--- src/rtl/cnt_frame_rx_if.sv ---
// cnt_frame_rx_if: word input and captured-frame output bundle for cnt_frame_rx.
// master = word source / frame consumer, slave = the receiver.
interface cnt_frame_rx_if;
  logic [9:0]       word_in;
  logic             word_strobe;
  logic             clr_frame;
  logic [52:0][9:0] words_out;
  logic             frame_valid;
  logic             frame_err;
  logic             overrun;
  logic [6:0]       word_cnt;

  modport master (
    output word_in, word_strobe, clr_frame,
    input  words_out, frame_valid, frame_err, overrun, word_cnt
  );

  modport slave (
    input  word_in, word_strobe, clr_frame,
    output words_out, frame_valid, frame_err, overrun, word_cnt
  );
endinterface

--- src/rtl/cnt_frame_rx.sv ---
// cnt_frame_rx: hunts for header 10'h234, captures 53 data words, checks
// trailer 10'h0BF and holds the frame until clr_frame releases it.
// Optional macro CNT_RX_TIMEOUT_EN adds a 10-bit idle timeout in CAPTURE/TRAILER.
module cnt_frame_rx (
  input  logic           clk50,
  input  logic           rst_n,
  cnt_frame_rx_if.slave  bus
);
  localparam logic [9:0] HDR  = 10'h234;
  localparam logic [9:0] TRL  = 10'h0BF;
  localparam logic [6:0] LAST = 7'd52;

  typedef enum logic [1:0] {HUNT, CAPTURE, TRAILER, HOLD} state_e;

  state_e           state_q, state_d;
  logic [1:0]       strb_q, strb_d;
  logic [52:0][9:0] words_q, words_d;
  logic [6:0]       cnt_q, cnt_d;
  logic             valid_q, valid_d;
  logic             err_q, err_d;
  logic             ovr_q, ovr_d;
  logic             word_ev;
`ifdef CNT_RX_TIMEOUT_EN
  logic [9:0]       idle_q, idle_d;
`endif

  // Next-state: strobe edge detect, frame FSM, capture storage and flags
  always_comb begin
    strb_d  = {strb_q[0], bus.word_strobe};
    word_ev = (strb_q == 2'b01);
    state_d = state_q;
    words_d = words_q;
    cnt_d   = cnt_q;
    valid_d = valid_q;
    err_d   = err_q;
    ovr_d   = ovr_q;
`ifdef CNT_RX_TIMEOUT_EN
    idle_d  = '0;
`endif
    case (state_q)
      HUNT: begin
        if (word_ev && bus.word_in == HDR) begin
          state_d = CAPTURE;
          cnt_d   = '0;
        end
      end
      CAPTURE: begin
        // header/trailer codes mid-frame are plain data
        if (word_ev) begin
          words_d[cnt_q[5:0]] = bus.word_in;
          cnt_d               = cnt_q + 7'd1;
          if (cnt_q == LAST) state_d = TRAILER;
        end
      end
      TRAILER: begin
        if (word_ev) begin
          state_d = HOLD;
          if (bus.word_in == TRL) valid_d = 1'b1;
          else                    err_d   = 1'b1;
        end
      end
      HOLD: begin
        // clear beats a simultaneous word: the word is dropped silently
        if (bus.clr_frame) begin
          valid_d = 1'b0;
          err_d   = 1'b0;
          ovr_d   = 1'b0;
          state_d = HUNT;
        end else if (word_ev) begin
          ovr_d = 1'b1;
        end
      end
      default: state_d = HUNT;
    endcase
`ifdef CNT_RX_TIMEOUT_EN
    // idle clocks only accumulate while a frame is in flight
    if ((state_q == CAPTURE || state_q == TRAILER) && !word_ev) begin
      if (idle_q == 10'h3FF) begin
        state_d = HOLD;
        err_d   = 1'b1;
      end else begin
        idle_d = idle_q + 10'd1;
      end
    end
`endif
  end

  // State register with synchronous active-low reset
  always_ff @(posedge clk50) begin
    if (!rst_n) begin
      state_q <= HUNT;
      strb_q  <= 2'b00;
      words_q <= '0;
      cnt_q   <= '0;
      valid_q <= 1'b0;
      err_q   <= 1'b0;
      ovr_q   <= 1'b0;
`ifdef CNT_RX_TIMEOUT_EN
      idle_q  <= '0;
`endif
    end else begin
      state_q <= state_d;
      strb_q  <= strb_d;
      words_q <= words_d;
      cnt_q   <= cnt_d;
      valid_q <= valid_d;
      err_q   <= err_d;
      ovr_q   <= ovr_d;
`ifdef CNT_RX_TIMEOUT_EN
      idle_q  <= idle_d;
`endif
    end
  end

  assign bus.words_out   = words_q;
  assign bus.word_cnt    = cnt_q;
  assign bus.frame_valid = valid_q;
  assign bus.frame_err   = err_q;
  assign bus.overrun     = ovr_q;
endmodule

--- src/flat_wrapper.sv ---
// flat-port wrapper written by rule: the top's interface ports become plain ports
module cnt_frame_rx_flat 
  (clk50, rst_n, bus_word_in, bus_word_strobe, bus_clr_frame, bus_words_out, bus_frame_valid, bus_frame_err, bus_overrun, bus_word_cnt);
  cnt_frame_rx_if bus_i ();
  input  logic clk50;
  input  logic rst_n;
  input wire logic [$bits(bus_i.word_in)-1:0] bus_word_in;
  input wire logic [$bits(bus_i.word_strobe)-1:0] bus_word_strobe;
  input wire logic [$bits(bus_i.clr_frame)-1:0] bus_clr_frame;
  output wire logic [$bits(bus_i.words_out)-1:0] bus_words_out;
  output wire logic [$bits(bus_i.frame_valid)-1:0] bus_frame_valid;
  output wire logic [$bits(bus_i.frame_err)-1:0] bus_frame_err;
  output wire logic [$bits(bus_i.overrun)-1:0] bus_overrun;
  output wire logic [$bits(bus_i.word_cnt)-1:0] bus_word_cnt;
  assign bus_i.word_in = bus_word_in;
  assign bus_i.word_strobe = bus_word_strobe;
  assign bus_i.clr_frame = bus_clr_frame;
  assign bus_words_out = bus_i.words_out;
  assign bus_frame_valid = bus_i.frame_valid;
  assign bus_frame_err = bus_i.frame_err;
  assign bus_overrun = bus_i.overrun;
  assign bus_word_cnt = bus_i.word_cnt;
  cnt_frame_rx u_core (.clk50(clk50), .rst_n(rst_n), .bus(bus_i));
endmodule
--- config.mk ---
export PLATFORM = sky130hd
export DESIGN_NAME = cnt_frame_rx_flat
export DESIGN_NICKNAME = d
export VERILOG_FILES = /design/src/rtl/cnt_frame_rx_if.sv /design/src/rtl/cnt_frame_rx.sv /design/src/flat_wrapper.sv
export SDC_FILE = /design/constraint.sdc
export NUM_CORES = 1
export LEC_CHECK = 0
export CORE_ASPECT_RATIO = 1.4
export CORE_MARGIN = 5
export CORE_UTILIZATION = 40
export DETAILED_ROUTE_END_ITERATION = 10
export PLACE_DENSITY = 0.8
export SYNTH_ARGS = -nofsm -noshare
export SYNTH_HDL_FRONTEND = slang
export SYNTH_SLANG_ARGS = --single-unit
--- constraint.sdc ---
create_clock -name clk50 -period 2.5 [get_ports clk50]
set_clock_uncertainty 0.1 [all_clocks]
set_input_delay 0.375 -clock clk50 [delete_from_list [all_inputs] [get_ports clk50]]
set_output_delay 0.375 -clock clk50 [all_outputs]
set_load 0.05 [all_outputs]
==> impl_results.md, run 1 <==
- Max VDD drop: 0.7897 mV
- Critical path type: reg -> out
- Setup WS post-layout: 0.08668 ns
- Later-pin clock latency in the skew report: 0.59 ns
- Total GRT Usage: 0.2358
- HPWL after detailed placement: 46490 µm
- Via Count: 16120
- TritonRoute pass-1 iters: 5
- Mapped Cells: between 1500 and 2000
- DR DRC count: 0
- Cell Rows: 97
- Worst EP arrival: 1.94 ns
- Syn_nets: 1978
- TritonCTS Buffers: 50
- Setup crit end kind: output port
- Post-synth EDFFs: 0
- Final min period: 2.413 ns
- Maximum number of pins on one net before global-route repair: 129
- Met3 usage: 0.05390
- Clock Power Share: 0.472
- Top cell type's share of synthesized area: 0.5432
- Final Hold Vio Count: 0
- Dominant cell type by area after synthesis: dfxtp_1
- Die X: 199.2 µm
- Port bufs: 553
- Max-Cap Viols: 0
- Post-synthesis cell area: 0.02005 mm²
- Final ANT Viol Nets: 0
- Met2 usage: 0.4052
- Wire length per cell: 21.68 µm
- Final hold slack: around 0.15 ns
- Final WL: 68260 µm
- Die area: 0.05477 mm²
- Placer Congestion: 0.8018
- Gr ovfl total: 0
- Worst Setup Start Kind: flop
- GR Layer Usage met1: 0.2672
- Worst Path Buf+Inv: 1
- Sequential share of power: 0.501
- Crit-path cells: clkdlybuf4s50_1
- Clk slew on worst S/H paths: 0.07 ns
- Design Area, Final: 0.02823 mm²
- Die Y: 274.9 µm
- Slew margin rel.: 0.3613
- Area contributors post-synth: dfxtp_1, mux2i_1, nor2_1
- Psw: 3.666 mW
- Area grow syn2layout: 40.79%
- CTS Buffer Depth: 3
- Final setup viols: 0
- Gate power share: 0.027
- Outcome: finished clean
- Final worst path period share: 0.9653
- Post-synth ARST share: 0
- Crit-path leading delay family: buffers and inverters
- Unique masters post-synth: 51
- Placed instance area: 0.02646 mm²
- Number of antenna violations at the first check in global routing: 4
- Worst-margin pin slew: roughly 0.96 ns
- Fin nets: ~2500
- Power Density: 612.5 mW/mm²
- CTS tree: yes
- RSZ-0062 raised after global routing: no
- Main flop type after synthesis: dfxtp_1
- P_int: 13.62 mW
- CP peak stage delay: around 0.94 ns
- Sw Ratio: 0.2121
- FMAX: 0.4144 GHz
- DR iter-0 viols: 771
- Root Driver: clkbuf_16
- Via density per instance: 5.118
- Pwr Total: between 15 and 20 mW
- Final-report max-slew violation count: 0
- Vias in the first global route: approximately 16000
- Syn Area/Cell: approximately 10 µm²
- GR peak layer: met2
- Pre-CTS setup slack: 0.2714 ns
- Share of cells above drive strength 1: 0.09301
- Yosys warns: 0
- I/O pins: 554
- Maximum net fanout on the critical path: 6
- Sink Count: 544
- # fillers: about 4100
- Register area share after synthesis: 0.5432
- CP max-delay cell: clkdlybuf4s50_1
- Min-delay worst type: in -> reg
- H-Tree Depth: 2
- Post-CTS Repair Setup Buffers: 0
- Critical path required time: 2.03 ns
- Core area: 0.04988 mm²
- Setup total negative slack: 0 ns
- Initial Util: 0.4020
- First-pass GRT wire length: approximately 100000 µm
- Leakage power: 11.95 nW
- Flops & latches, synth: 544
sequential cells by signal, indices dropped and copies added (netlist names):
name / cells
u_core.bus.word_cnt: 7
u_core.strb_q: 2
u_core.bus.frame_err: 1
u_core.bus.words_out: 530
u_core.bus.overrun: 1
u_core.state_q: 2
u_core.bus.frame_valid: 1
layer usage:
metal / vias to the layer above / routed length, µm
li1: 7504 / -
met1: 7760 / 25760
met2: 626 / 33570
met3: 222 / 4551
met4: 4 / 4346
met5: - / 27
synthesized netlist by cell type, drive strengths merged (2+ instances only):
| cell | instances |
|---|---|
| o21ai | 3 |
| nand2b | 4 |
| inv | 8 |
| or4 | 3 |
| and3 | 3 |
| nand2 | 11 |
| nor2 | 533 |
| nor3 | 25 |
| ha | 7 |
| buf | 80 |
| a21oi | 7 |
| or3 | 2 |
| nand4bb | 2 |
| nor2b | 4 |
| nor3b | 4 |
| nand3 | 34 |
| dfxtp | 544 |
| and2 | 2 |
| nand3b | 3 |
| nand4 | 2 |
| clkbuf | 110 |
| nand4b | 2 |
| mux2i | 534 |
| or3b | 4 |
| a31oi | 4 |
| and3b | 4 |
final cells by class:
class                           count  area [µm²]  area share
Timing Repair Buffer              651        6280      0.2225
Tap cell                          643       804.5     0.02850
Inverter                            9       41.29    0.001463
Antenna cell                        1       2.502  0.00008865
Multi-Input combinational cell   1214        8442      0.2991
Sequential cell                   544       10890      0.3858
Clock inverter                     23       330.3     0.01170
Clock buffer                       64        1438     0.05093
repair_timing:
| action | in CTS | in global routing |
|---|---|---|
| setup endpoints to repair | 1 | 0 |
| endpoints found under the hold margin | 0 | 0 |
| gates resized for setup | 1 | 0 |
| hold buffers | 0 | 0 |
worst paths after layout:
path | endpoint | startpoint | cells past startpoint | slack (ns)
max | bus_word_cnt[6] | u_core.bus.word_cnt[6] | 1 | 0.09
min | u_core.bus.frame_err | bus_word_in[3] | 4 | 0.15
max reg2reg | u_core.bus.words_out[50] | u_core.state_q[1] | 8 | 0.32
min reg2reg | u_core.bus.words_out[222] | u_core.bus.words_out[222] | 2 | 0.39
power by group through the flow:
| stage | clock (mW) | combinational, mW | sequential, mW |
|---|---|---|---|
| floorplan | 0 | 0.261 | 8.86 |
| global placement | 0 | 0.450 | 8.86 |
| detailed placement | 0 | 0.455 | 8.86 |
| CTS | 8.35 | 0.456 | 8.67 |
| global route | 8.67 | 0.478 | 8.66 |
| finish | 8.16 | 0.460 | 8.67 |
cells in the final DEF, fill, tap and decap left out, types with 6 or more instances in the layout:
master,n
a21oi_1,6
bufinv_16,8
buf_12,6
ha_1,7
clkbuf_16,53
nand2_1,11
clkdlybuf4s50_1,536
clkinv_2,10
mux2i_1,534
nand3_1,34
buf_2,10
nor2_1,532
clkbuf_8,7
inv_1,8
nor3_2,24
dfxtp_1,544
buf_4,98
kinds of logic (layout without fill, tap and decap cells):
kind of cell    after synthesis  count (layout)  share of synthesized area
buf+inv                     199             747                    0.04218
mux                         534             534                     0.2666
other cells                   0               1                          0
compound gates               28              28                    0.01005
simple gates                645             645                     0.1337
fa+ha+maj                     7               7                   0.004368
flops                       544             544                     0.5432
through the flow:
stage,util,std cells
global placement,0.5304,3061
floorplan,-,1957
detailed placement,0.5304,3061
global route,0.5659,3149
finish,0.5659,3149
CTS,0.5659,3148
No activity file was read; power rests on OpenSTA's default activity.
==> run 2: changes to the inputs <==
--- a/config.mk
+++ b/config.mk
@@ -5,11 +5,12 @@
 export SDC_FILE = /design/constraint.sdc
 export NUM_CORES = 1
 export LEC_CHECK = 0
+export ABC_AREA = 1
 export CORE_ASPECT_RATIO = 1.4
 export CORE_MARGIN = 5
 export CORE_UTILIZATION = 40
 export DETAILED_ROUTE_END_ITERATION = 10
-export PLACE_DENSITY = 0.8
+export PLACE_DENSITY = 0.81
 export SYNTH_ARGS = -nofsm -noshare
 export SYNTH_HDL_FRONTEND = slang
 export SYNTH_SLANG_ARGS = --single-unit
==> run 2 against run 1 <==
Compared with the run above:
- total power grew 3.8%
- critical path type is now reg -> reg
- global-route usage rose by 2.8 points
- non-clock buffer count shrank 40
- design area is 4.1% lower
==> impl_results.md, run 2 <==
- Hold wc startpoint: bus_word_in[2] (was bus_word_in[3])
- Final ANT Viol Nets: 0 (unchanged)
- Most frequent cells in the layout: nor2_1, dfxtp_1, clkdlybuf4s50_1 (was dfxtp_1, clkdlybuf4s50_1, mux2i_1)
- Wire length per cell: 20.37 µm (was 21.68 µm)
- Multi-input gate area: 0.007345 mm² (was 0.008442 mm²)
- Commonest cells post-synth: nor2_1, dfxtp_1, o21ai_0 (was dfxtp_1, mux2i_1, nor2_1)
- Power Density: 662.5 mW/mm² (was 612.5 mW/mm²)
- Final setup viols: 0 (unchanged)
- Final min period: 2.356 ns (was 2.413 ns)
- Sink Count: 544 (unchanged)
- First-pass GRT wire length: 109300 µm (was 99750 µm)
- Total GRT Usage: 0.2637 (was 0.2358)
- CTS tree: yes (unchanged)
- Post-synthesis cell area: 0.01933 mm² (was 0.02005 mm²)
- Flops & latches, synth: 544 (unchanged)
- Register area share after synthesis: 0.5634 (was 0.5432)
- Worst Path Buf+Inv: 4 (was 1)
- WHS Endpoint: u_core.bus.words_out[222] (was u_core.bus.frame_err)
- Main flop type after synthesis: dfxtp_1 (unchanged)
- Die area: 0.05288 mm² (was 0.05477 mm²)
- Die X: 195.8 µm (was 199.2 µm)
- CTS Buffer Depth: 3 (unchanged)
- Max VDD drop: 0.5232 mV (was 0.7897 mV)
- Critical path type: reg -> reg (was reg -> out)
- Min-delay worst type: in -> reg (unchanged)
- Core area: 0.04790 mm² (was 0.04988 mm²)
- Clk slew on worst S/H paths: 0.07 ns (about the same)
- DR DRC count: 0 (unchanged)
- Gr ovfl total: 0 (unchanged)
- FMAX: 0.4244 GHz (was 0.4144 GHz)
- Leakage power: 10.23 nW (was 11.95 nW)
- CP max-delay cell: dfxtp_1 (was clkdlybuf4s50_1)
- Setup slack, reg-to-reg: 0.14 ns (was 0.32 ns)
- Final WL: 73240 µm (was 68260 µm)
- RR Startpoint: u_core.state_q[1] (unchanged)
- Most Frequent Cell on Critical Path: nor2_1
- Most common cell after layout, fill and taps aside: nor2_1 (was dfxtp_1)
- Register Area: 0.01089 mm² (unchanged)
- Yosys warns: 0 (unchanged)
- Max-Cap Viols: 0 (unchanged)
- # fillers: 4226 (was 4138)
- I/O pins: 554 (unchanged)
- Initial Util: 0.4035 (was 0.4020)
- Via density per instance: 5.118 (about the same)
- Crit-path cells: inv_1 > ha_1 > inv_2 > nor2_1 > nand2_2 > nor2_2 > buf_4 > nand2_1 > clkinvlp_4 > nor2_1 > nor2_1 (was clkdlybuf4s50_1)
- HPWL after detailed placement: 49560 µm (was 46490 µm)
- Fin nets: 2949 (was 2491)
- Syn Area/Cell: 7.925 µm² (was 10.25 µm²)
- Worst Setup Start Kind: flop (unchanged)
- TritonCTS Buffers: 50 (unchanged)
- Cell Rows: 95 (was 97)
- Share of cells above drive strength 1: 0.08266 (was 0.09301)
- Port bufs: 553 (unchanged)
- Final-report max-slew violation count: 0 (unchanged)
- Later-pin clock latency in the skew report: 0.57 ns (was 0.59 ns)
- Final worst path period share: 0.9425 (was 0.9653)
- Maximum number of pins on one net before global-route repair: 85 (was 129)
- Final Hold Vio Count: 0 (unchanged)
- Hold Buf Count CTS: 0 (unchanged)
- Root Driver: clkbuf_16 (unchanged)
- Post-synth ARST share: 0 (unchanged)
- Top cell type's share of synthesized area: 0.5634 (was 0.5432)
- Hold Crit Depth: 3 (was 4)
- Post-synth EDFFs: 0 (unchanged)
- Placed instance area: 0.02532 mm² (was 0.02646 mm²)
- Placer Congestion: 0.8464 (was 0.8018)
- Mapped Cells: 2439 (was 1957)
- Slew margin rel.: 0.4045 (was 0.3613)
- RSZ-0062 raised after global routing: yes (was no)
- Via Count: 18400 (was 16120)
- Pwr Total: 17.94 mW (was 17.29 mW)
- Design Area, Final: 0.02708 mm² (was 0.02823 mm²)
- Syn_nets: 2460 (was 1978)
- Most common cell in the netlist: nor2_1 (was dfxtp_1)
- Max reg flops: 530 (unchanged)
- H-Tree Depth: 2 (unchanged)
- CP peak stage delay: 0.38 ns (was 0.94 ns)
- Number of antenna violations at the first check in global routing: 2 (was 4)
- Critical path required time: 2.86 ns (was 2.03 ns)
- Area contributors post-synth: dfxtp_1, nor2_1, o21ai_0 (was dfxtp_1, mux2i_1, nor2_1)
- Dominant cell type by area after synthesis: dfxtp_1 (unchanged)
- Area grow syn2layout: 40.12% (was 40.79%)
- Maximum net fanout on the critical path: 11 (was 6)
- Vias in the first global route: 17640 (was 16320)
- Die Y: 270.1 µm (was 274.9 µm)
- Setup crit end kind: flop (was output port)
- Reg2reg path depth: 11 (was 8)
- DR iter-0 viols: 1168 (was 771)
- Crit-path leading delay family: simple AND/OR/NAND/NOR gates (was buffers and inverters)
- Worst-margin pin slew: 0.8932 ns (was 0.9580 ns)
- Unique masters post-synth: 25 (was 51)
- Outcome: finished clean (unchanged)
- RR Endpoint: u_core.bus.words_out[399] (was u_core.bus.words_out[50])
- Worst EP arrival: 2.72 ns (was 1.94 ns)
- Crit path from: u_core.state_q[1] (was u_core.bus.word_cnt[6])
- TritonRoute pass-1 iters: 6 (was 5)
[run 2: power by group]
| group | leakage, nW | internal [mW] | switching (mW) | total (mW) |
|---|---|---|---|---|
| Combinational | 5.03 | 0.330 | 0.967 | 1.30 |
| Clock | 0.826 | 4.44 | 3.41 | 7.86 |
| Sequential | 4.38 | 8.73 | 0.0612 | 8.79 |
[run 2: area by class of cell]
cell class / count / share of cell area
Clock inverter: 21 / 0.009055
Clock buffer: 67 / 0.05267
Multi-Input combinational cell: 1627 / 0.2712
Timing Repair Buffer: 611 / 0.2218
Sequential cell: 544 / 0.4021
Inverter: 93 / 0.01381
Antenna cell: 1 / 0.00009240
Timing Repair inverter: 1 / 0.0001848
Tap cell: 630 / 0.02911
[run 2: cell families (layout without fill, tap and decap cells)]
group,Yosys count,after routing,synth area share
compound gates,702,702,0.1819
fa+ha+maj,7,7,0.004531
buf+inv,268,793,0.05735
flops,544,544,0.5634
other cells,0,1,0
simple gates,918,918,0.1928
[run 2: metrics by stage]
stage                     setup WS [ns]  hold slack (ns)  std cells  setup TNS [ns]  utilization
final                            0.1438           0.1178       3595               0       0.5654
after CTS                       0.05702          0.09935       3592               0       0.5642
after floorplan                  0.5009           0.3137       2439               0            -
after global placement         0.007405           0.3195       3501               0       0.5286
after global routing          -0.009347           0.1196       3595        -0.01279       0.5654
after detailed placement       -0.05592           0.3238       3501         -0.9209       0.5286
[run 2: repair_timing]
action                     CTS  global route
resized for setup            2            13
gates cloned                 0             1
setup endpoints to repair   53            66
pin swaps                    1             0
setup buffers                3             1
[run 2: worst min-delay path, stage by stage]
cell	delay, ns
buf_2	0.20
nor2_1	0.13
nor2_1	0.05
[run 2: how the worst max path moves through the flow]
stage,to,cells past startpoint
floorplan,u_core.bus.words_out[492],9
global placement,u_core.bus.words_out[354],10
detailed placement,u_core.bus.words_out[195],10
CTS,u_core.bus.words_out[352],11
global route,u_core.bus.words_out[419],10
finish,u_core.bus.words_out[399],11
[run 2: routing by layer]
layer | global-route usage | wire, µm
met2 | 0.4624 | 36220
met3 | 0.05865 | 5702
met1 | 0.3005 | 27130
met4 | 0.1316 | 4180
met5 | 0 | 13
